--- src/rtl/eth_uart_pkg.sv ---
// Shared definitions for the Ethernet-byte-to-UART bridge: FSM state codes and baud divisor math.
// The PARITY state is only reached when UART_TX_PARITY_EN is defined.
package eth_uart_pkg;

  typedef logic [2:0] uart_state_t;

  localparam uart_state_t ST_IDLE   = 3'd0;
  localparam uart_state_t ST_START  = 3'd1;
  localparam uart_state_t ST_DATA   = 3'd2;
  localparam uart_state_t ST_PARITY = 3'd3;
  localparam uart_state_t ST_STOP   = 3'd4;

  // Rounded clocks-per-bit, so the bit time error stays within half a clock.
  function automatic int calc_div(input int clk_hz, input int baud);
    return (clk_hz + baud / 2) / baud;
  endfunction

endpackage

--- src/rtl/byte_fifo.sv ---
// Synchronous byte FIFO, depth 2^AW, registered (non show-ahead) read data.
// Pushes while full and pops while empty are ignored.
module byte_fifo #(
  parameter int AW = 4
) (
  input  logic          clk,
  input  logic          reset,
  input  logic          push,
  input  logic [7:0]    push_data,
  input  logic          pop,
  output logic [7:0]    pop_data,
  output logic          full,
  output logic          empty,
  output logic [AW:0]   level
);

  localparam int          DEPTH   = 1 << AW;
  localparam logic [AW:0] DEPTH_L = (AW + 1)'(DEPTH);

  logic [7:0]    mem [DEPTH];
  logic [AW-1:0] wr_ptr;
  logic [AW-1:0] rd_ptr;
  logic          push_ok;
  logic          pop_ok;

  assign full    = (level == DEPTH_L);
  assign empty   = (level == '0);
  assign push_ok = push && !full;
  assign pop_ok  = pop && !empty;

  always_ff @(posedge clk) begin
    if (push_ok) begin
      mem[wr_ptr] <= push_data;
    end
  end

  // Level holds when an accepted push and pop land in the same cycle.
  always_ff @(posedge clk) begin
    if (reset) begin
      wr_ptr   <= '0;
      rd_ptr   <= '0;
      level    <= '0;
      pop_data <= '0;
    end else begin
      if (push_ok) begin
        wr_ptr <= wr_ptr + 1'b1;
      end
      if (pop_ok) begin
        pop_data <= mem[rd_ptr];
        rd_ptr   <= rd_ptr + 1'b1;
      end
      case ({push_ok, pop_ok})
        2'b10:   level <= level + 1'b1;
        2'b01:   level <= level - 1'b1;
        default: level <= level;
      endcase
    end
  end

endmodule

--- src/rtl/eth_uart_tx.sv ---
// Buffers received Ethernet bytes and sends them out as 8N1 UART frames, dropping on overflow.
// Define UART_TX_PARITY_EN to insert an even-parity bit (8E1).
module eth_uart_tx
  import eth_uart_pkg::*;
#(
  parameter int CLK_FREQ_HZ = 25000000,
  parameter int BAUD        = 115200,
  parameter int FIFO_AW     = 4
) (
  input  logic               phy_rx_clk,
  input  logic               reset,
  input  logic [7:0]         rx_data_in,
  input  logic               rx_data_valid,
  output logic               uart_tx,
  output logic               tx_busy,
  output logic [FIFO_AW:0]   fifo_level,
  output logic               overflow,
  output logic [15:0]        drop_count
);

  localparam int          DIV      = calc_div(CLK_FREQ_HZ, BAUD);
  localparam int          CW       = (DIV > 1) ? $clog2(DIV) : 1;
  localparam logic [CW-1:0] DIV_LAST = CW'(DIV - 1);

  uart_state_t   state;
  logic [CW-1:0] baud_cnt;
  logic [2:0]    bit_idx;
  logic [7:0]    shift_reg;
  logic          load;
  logic          pop;
  logic          baud_done;
  logic          fifo_full;
  logic          fifo_empty;
  logic [7:0]    fifo_dout;
`ifdef UART_TX_PARITY_EN
  logic          parity_bit;
`endif

  byte_fifo #(.AW(FIFO_AW)) u_fifo (
    .clk       (phy_rx_clk),
    .reset     (reset),
    .push      (rx_data_valid),
    .push_data (rx_data_in),
    .pop       (pop),
    .pop_data  (fifo_dout),
    .full      (fifo_full),
    .empty     (fifo_empty),
    .level     (fifo_level)
  );

  assign baud_done = (baud_cnt == DIV_LAST);
  assign tx_busy   = (state != ST_IDLE);
  assign pop       = !fifo_empty &&
                     ((state == ST_IDLE) || ((state == ST_STOP) && baud_done));

  always_ff @(posedge phy_rx_clk) begin
    if (reset) begin
      overflow   <= 1'b0;
      drop_count <= '0;
    end else if (rx_data_valid && fifo_full) begin
      overflow <= 1'b1;
      if (drop_count != 16'hFFFF) begin
        drop_count <= drop_count + 16'd1;
      end
    end
  end

  // FIFO read data appears the cycle after the pop, so the shift register loads one cycle late.
  always_ff @(posedge phy_rx_clk) begin
    if (reset) begin
      load <= 1'b0;
    end else begin
      load <= pop;
    end
  end

  always_ff @(posedge phy_rx_clk) begin
    if (reset) begin
      state     <= ST_IDLE;
      baud_cnt  <= '0;
      bit_idx   <= '0;
      shift_reg <= '0;
      uart_tx   <= 1'b1;
`ifdef UART_TX_PARITY_EN
      parity_bit <= 1'b0;
`endif
    end else begin
      if (load) begin
        shift_reg <= fifo_dout;
`ifdef UART_TX_PARITY_EN
        parity_bit <= ^fifo_dout;
`endif
      end
      case (state)
        ST_IDLE: begin
          uart_tx  <= 1'b1;
          baud_cnt <= '0;
          if (!fifo_empty) begin
            state   <= ST_START;
            uart_tx <= 1'b0;
          end
        end
        ST_START: begin
          if (baud_done) begin
            state    <= ST_DATA;
            baud_cnt <= '0;
            bit_idx  <= '0;
            uart_tx  <= shift_reg[0];
          end else begin
            baud_cnt <= baud_cnt + CW'(1);
          end
        end
        ST_DATA: begin
          if (baud_done) begin
            baud_cnt <= '0;
            if (bit_idx == 3'd7) begin
`ifdef UART_TX_PARITY_EN
              state   <= ST_PARITY;
              uart_tx <= parity_bit;
`else
              state   <= ST_STOP;
              uart_tx <= 1'b1;
`endif
            end else begin
              bit_idx   <= bit_idx + 3'd1;
              uart_tx   <= shift_reg[1];
              shift_reg <= {1'b0, shift_reg[7:1]};
            end
          end else begin
            baud_cnt <= baud_cnt + CW'(1);
          end
        end
`ifdef UART_TX_PARITY_EN
        ST_PARITY: begin
          if (baud_done) begin
            state    <= ST_STOP;
            baud_cnt <= '0;
            uart_tx  <= 1'b1;
          end else begin
            baud_cnt <= baud_cnt + CW'(1);
          end
        end
`endif
        // Chain straight into the next START when more bytes are waiting.
        ST_STOP: begin
          if (baud_done) begin
            baud_cnt <= '0;
            if (!fifo_empty) begin
              state   <= ST_START;
              uart_tx <= 1'b0;
            end else begin
              state   <= ST_IDLE;
              uart_tx <= 1'b1;
            end
          end else begin
            baud_cnt <= baud_cnt + CW'(1);
          end
        end
        default: begin
          state    <= ST_IDLE;
          baud_cnt <= '0;
          uart_tx  <= 1'b1;
        end
      endcase
    end
  end

endmodule
--- config.mk ---
export PLATFORM = sky130hd
export DESIGN_NAME = eth_uart_tx
export DESIGN_NICKNAME = d
export VERILOG_FILES = /design/src/rtl/eth_uart_pkg.sv /design/src/rtl/byte_fifo.sv /design/src/rtl/eth_uart_tx.sv
export SDC_FILE = /design/constraint.sdc
export NUM_CORES = 1
export LEC_CHECK = 0
export ABC_CLOCK_PERIOD_IN_PS = 4370
export CAP_MARGIN = 20
export CORE_UTILIZATION = 45
export CTS_CLUSTER_DIAMETER = 80
export DETAILED_ROUTE_END_ITERATION = 12
export PLACE_DENSITY = 0.6
export SYNTH_ARGS = -nofsm -noshare
export SYNTH_HDL_FRONTEND = slang
export SYNTH_SLANG_ARGS = --single-unit
export TNS_END_PERCENT = 5
--- constraint.sdc ---
create_clock -name phy_rx_clk -period 4.37 [get_ports phy_rx_clk]
set_input_delay 1.311 -clock phy_rx_clk [delete_from_list [all_inputs] [get_ports phy_rx_clk]]
set_output_delay 1.311 -clock phy_rx_clk [all_outputs]
set_load 0.02 [all_outputs]
==> results.json <==
{
  "status": "complete, no violations",
  "drive_above_1_share": 0.155,
  "final_min_period_over_clock_period": 0.788,
  "slew_violations": 0,
  "synth.area.top_cells": "sky130_fd_sc_hd__edfxtp_1, sky130_fd_sc_hd__dfxtp_1, sky130_fd_sc_hd__mux4_2",
  "clkLatencyLatePin_ns": 0.42,
  "initial_util": 0.465,
  "synth_enable_flop_cells": 128,
  "syn2layout_area_growth_pct": 15.2,
  "worst_hold_path.num_cells": 2,
  "antenna_cells": 0,
  "detailroute.via_count": 4491,
  "final.hold.worst_slack_ns": 0.450,
  "setup.worst_path.end_class": "flop",
  "post_synth_inst_count": 541,
  "die_width_um": 134,
  "fillerInstances": 1413,
  "setup-tns-final_ns": 0,
  "final_cell_mix": "sky130_fd_sc_hd__edfxtp_1, sky130_fd_sc_hd__nor2_1, sky130_fd_sc_hd__dfxtp_1",
  "startpoint_of_the_worst_register_to_register_path": "baud_cnt[0]$_SDFF_PP0_",
  "die-area_um2": 17900,
  "grt_start_max_net_pins": 32,
  "p_clk_frac": 0.307,
  "async_flop_share": 0,
  "registers_with_the_highest_flip_flop_counts": "u_fifo.mem (128), drop_count (16)",
  "yosys_most_used_dff": "sky130_fd_sc_hd__edfxtp_1",
  "dieHeight_um": 134,
  "placement.io_buffers": 34,
  "placed_area_um2": 8440,
  "synthDominantCellAreaShare": 0.493,
  "timing_hold_violations_final": 0,
  "swShare": 0.284,
  "synth.yosys.seq_area_share": 0.652,
  "tritoncts": "done",
  "postSynthRegisterBits": 190,
  "core_um2": 16800,
  "maxClockFrequency_ghz": 0.290,
  "placement_rows": 47,
  "worst_slew_pin_slew_ns": 1.10,
  "cts.htree.levels": 4,
  "route.detailed.drc": 0,
  "first_pass_grt_wire_length_um": 23400,
  "clockBufferDepth": 2,
  "mostFrequentLayoutCell": "sky130_fd_sc_hd__edfxtp_1",
  "design.final.nets": 613,
  "avgViaCountPerCell": 5.48,
  "clock-root-buffer": "sky130_fd_sc_hd__clkbuf_16",
  "dp.cells": 788,
  "clock_sinks": 190,
  "cts_hold_buf": 0,
  "r2r_cells": 16,
  "worst-path-max-fanout": 4,
  "timing.reg2reg.setup_slack_ns": 1.02,
  "required_worst_endpoint_ns": 4.71,
  "first_pass_iters": 4,
  "reg2reg_to": "u_fifo.level[4]$_SDFFE_PP0P_",
  "post-route-min-period_ns": 3.44,
  "yosysUniqueCellTypes": 45,
  "via_count_of_the_first_global_routing_pass": 4379,
  "final_core_util": 0.536,
  "hold_end": "overflow$_SDFFE_PP0P_",
  "largest_register_ffs": 128,
  "synthesis.yosys.warnings": 0,
  "mappedNetlistNets": 567,
  "worst_vdd_ir_v": 0.000316,
  "cell_type_with_the_highest_aggregate_area_in_the_netlist": "sky130_fd_sc_hd__edfxtp_1",
  "inserted_clock_buffers": 17,
  "cts.clk_slew.worst_paths_ns": 0.06,
  "post_synth.cell_area_avg_um2": 14.4,
  "max-slew-margin-rel": 0.268,
  "power.internal_mw": 3.28,
  "crit_path_top_delay_cell": "sky130_fd_sc_hd__clkdlybuf4s50_1",
  "pwr-share-seq": 0.475,
  "grt_util_all_layers": 0.174,
  "routedWlPerCell_um": 17.8,
  "ant_nets": 0,
  "grt.overflow.total": 0,
  "wl_um": 14600,
  "area_of_combinational_cells_with_multiple_inputs_um2": 2540,
  "class_of_the_worst_hold_path": "flop to flop",
  "crit_path_start_kind": "primary input",
  "setup_viol": 0,
  "worst_path_cell_trace": "clkdlybuf4s50_1 -> a21boi_1 -> inv_1 -> ha_1 -> ha_1 -> nor2b_1 -> o21ai_0 -> a21oi_1 -> or4_1 -> a21oi_1",
  "power.combinational.fraction": 0.217,
  "antenna_found_initial": 0,
  "postCtsSetupBuffers": 0,
  "max_flop_register": "u_fifo.mem",
  "layout.cells.non_filler": 820,
  "io_pins": 35,
  "critical_path_arrival_ns": 3.78,
  "drt_iter0_markers": 280,
  "setup.worst_path.class": "primary input to flop",
  "drv_cap": 0,
  "detailed_placer_s_ending_hpwl_um": 9760,
  "cp_slowest_stage_delay_ns": 0.48,
  "final_weighted_congestion_in_routability_driven_placement": 0.758,
  "area.sequential_um2": 5090,
  "finalInstanceArea_um2": 8980,
  "p_per_area_nw_per_um2": 510,
  "synth_cell_area_um2": 7790,
  "finalClockSkew_ns": 0.0119,
  "switching_power_mw": 1.30,
  "cts-resized-gates": 0,
  "hold_start": "overflow$_SDFFE_PP0P_",
  "leakage_nw": 2.98,
  "grt_setup_unrepaired": "no"
}
==> power by group through the flow <==
stage | registers, mW | clock network [mW] | logic (mW)
floorplan | 2.18 | 0 | 0.738
global placement | 2.21 | 0 | 0.982
detailed placement | 2.22 | 0 | 1.00
CTS | 2.18 | 1.44 | 1.00
global route | 2.20 | 1.50 | 1.09
finish | 2.18 | 1.41 | 0.994
==> area by class of cell <==
| cell class | count | share of cell area |
|---|---|---|
| Multi-Input combinational cell | 309 | 0.283 |
| Tap cell | 220 | 0.0307 |
| Clock buffer | 22 | 0.0506 |
| Sequential cell | 190 | 0.567 |
| Clock inverter | 10 | 0.00906 |
| Timing Repair Buffer | 54 | 0.0541 |
| Inverter | 15 | 0.00627 |
==> kinds of logic (layout without fill, tap and decap cells) <==
logic type                 Yosys count  in the layout  synth area share
adders and majority gates           15             15            0.0250
DFF                                190            190             0.652
muxes                               52             52             0.118
xor gates and xnor gates            29             29            0.0326
AOI/OAI and AO/OA                   49             49            0.0480
and+or+nand+nor                    164            164             0.102
buffers and inverters               42            101            0.0221
==> cell usage after synthesis (2+ instances only) <==
master / count
sky130_fd_sc_hd__mux4_2: 32
sky130_fd_sc_hd__and3_1: 6
sky130_fd_sc_hd__nor4b_1: 3
sky130_fd_sc_hd__nor2b_1: 4
sky130_fd_sc_hd__clkbuf_1: 16
sky130_fd_sc_hd__inv_1: 15
sky130_fd_sc_hd__a211oi_2: 7
sky130_fd_sc_hd__xor2_1: 7
sky130_fd_sc_hd__nor3_1: 11
sky130_fd_sc_hd__edfxtp_1: 128
sky130_fd_sc_hd__a21oi_1: 10
sky130_fd_sc_hd__nand3_1: 12
sky130_fd_sc_hd__dfxtp_1: 62
sky130_fd_sc_hd__o21ai_0: 4
sky130_fd_sc_hd__a22oi_1: 18
sky130_fd_sc_hd__buf_1: 4
sky130_fd_sc_hd__nor2_1: 77
sky130_fd_sc_hd__nor4_1: 9
sky130_fd_sc_hd__nand2_1: 21
sky130_fd_sc_hd__mux2i_1: 20
sky130_fd_sc_hd__nand2b_1: 5
sky130_fd_sc_hd__or4_1: 2
sky130_fd_sc_hd__o31ai_1: 2
sky130_fd_sc_hd__nor3b_1: 2
sky130_fd_sc_hd__ha_1: 14
sky130_fd_sc_hd__xnor2_1: 22
sky130_fd_sc_hd__nand4_1: 6
sky130_fd_sc_hd__buf_2: 5
==> worst max-delay path: cells and delay by family <==
family          cells  cell delay (ns)
simple gates        2             0.62
fa+ha+maj           2             0.55
compound gates      4             0.76
buf+inv             2             0.55
==> stage by stage <==
stage | total power, mW | setup WS [ns]
floorplan | 2.92 | 0.961
global placement | 3.19 | 0.676
detailed placement | 3.22 | 0.509
CTS | 4.63 | 0.942
global route | 4.79 | 0.676
finish | 4.58 | 0.928
==> worst max-delay path by stage <==
stage	cells after the start	slack (ns)	from	to
global placement	10	0.68	rx_data_valid	u_fifo.level[4]$_SDFFE_PP0P_
detailed placement	10	0.51	rx_data_valid	u_fifo.level[4]$_SDFFE_PP0P_
finish	10	0.93	rx_data_valid	u_fifo.level[4]$_SDFFE_PP0P_
global route	12	0.68	u_fifo.level[0]$_SDFFE_PP0P_	u_fifo.level[4]$_SDFFE_PP0P_
floorplan	9	0.96	rx_data_valid	u_fifo.level[4]$_SDFFE_PP0P_
CTS	10	0.94	rx_data_valid	u_fifo.level[4]$_SDFFE_PP0P_
==> per-layer routing <==
layer	global-route usage	share of wire	routed length [um]	vias up
li1	-	-	-	2126
met1	0.223	0.46	6710	2266
met2	0.295	0.50	7260	89
met3	0.0441	0.034	503	10
met4	0.0461	0.0084	123	0
met5	0	0	0	-
Note: power is estimated with default switching activity, not from simulation.
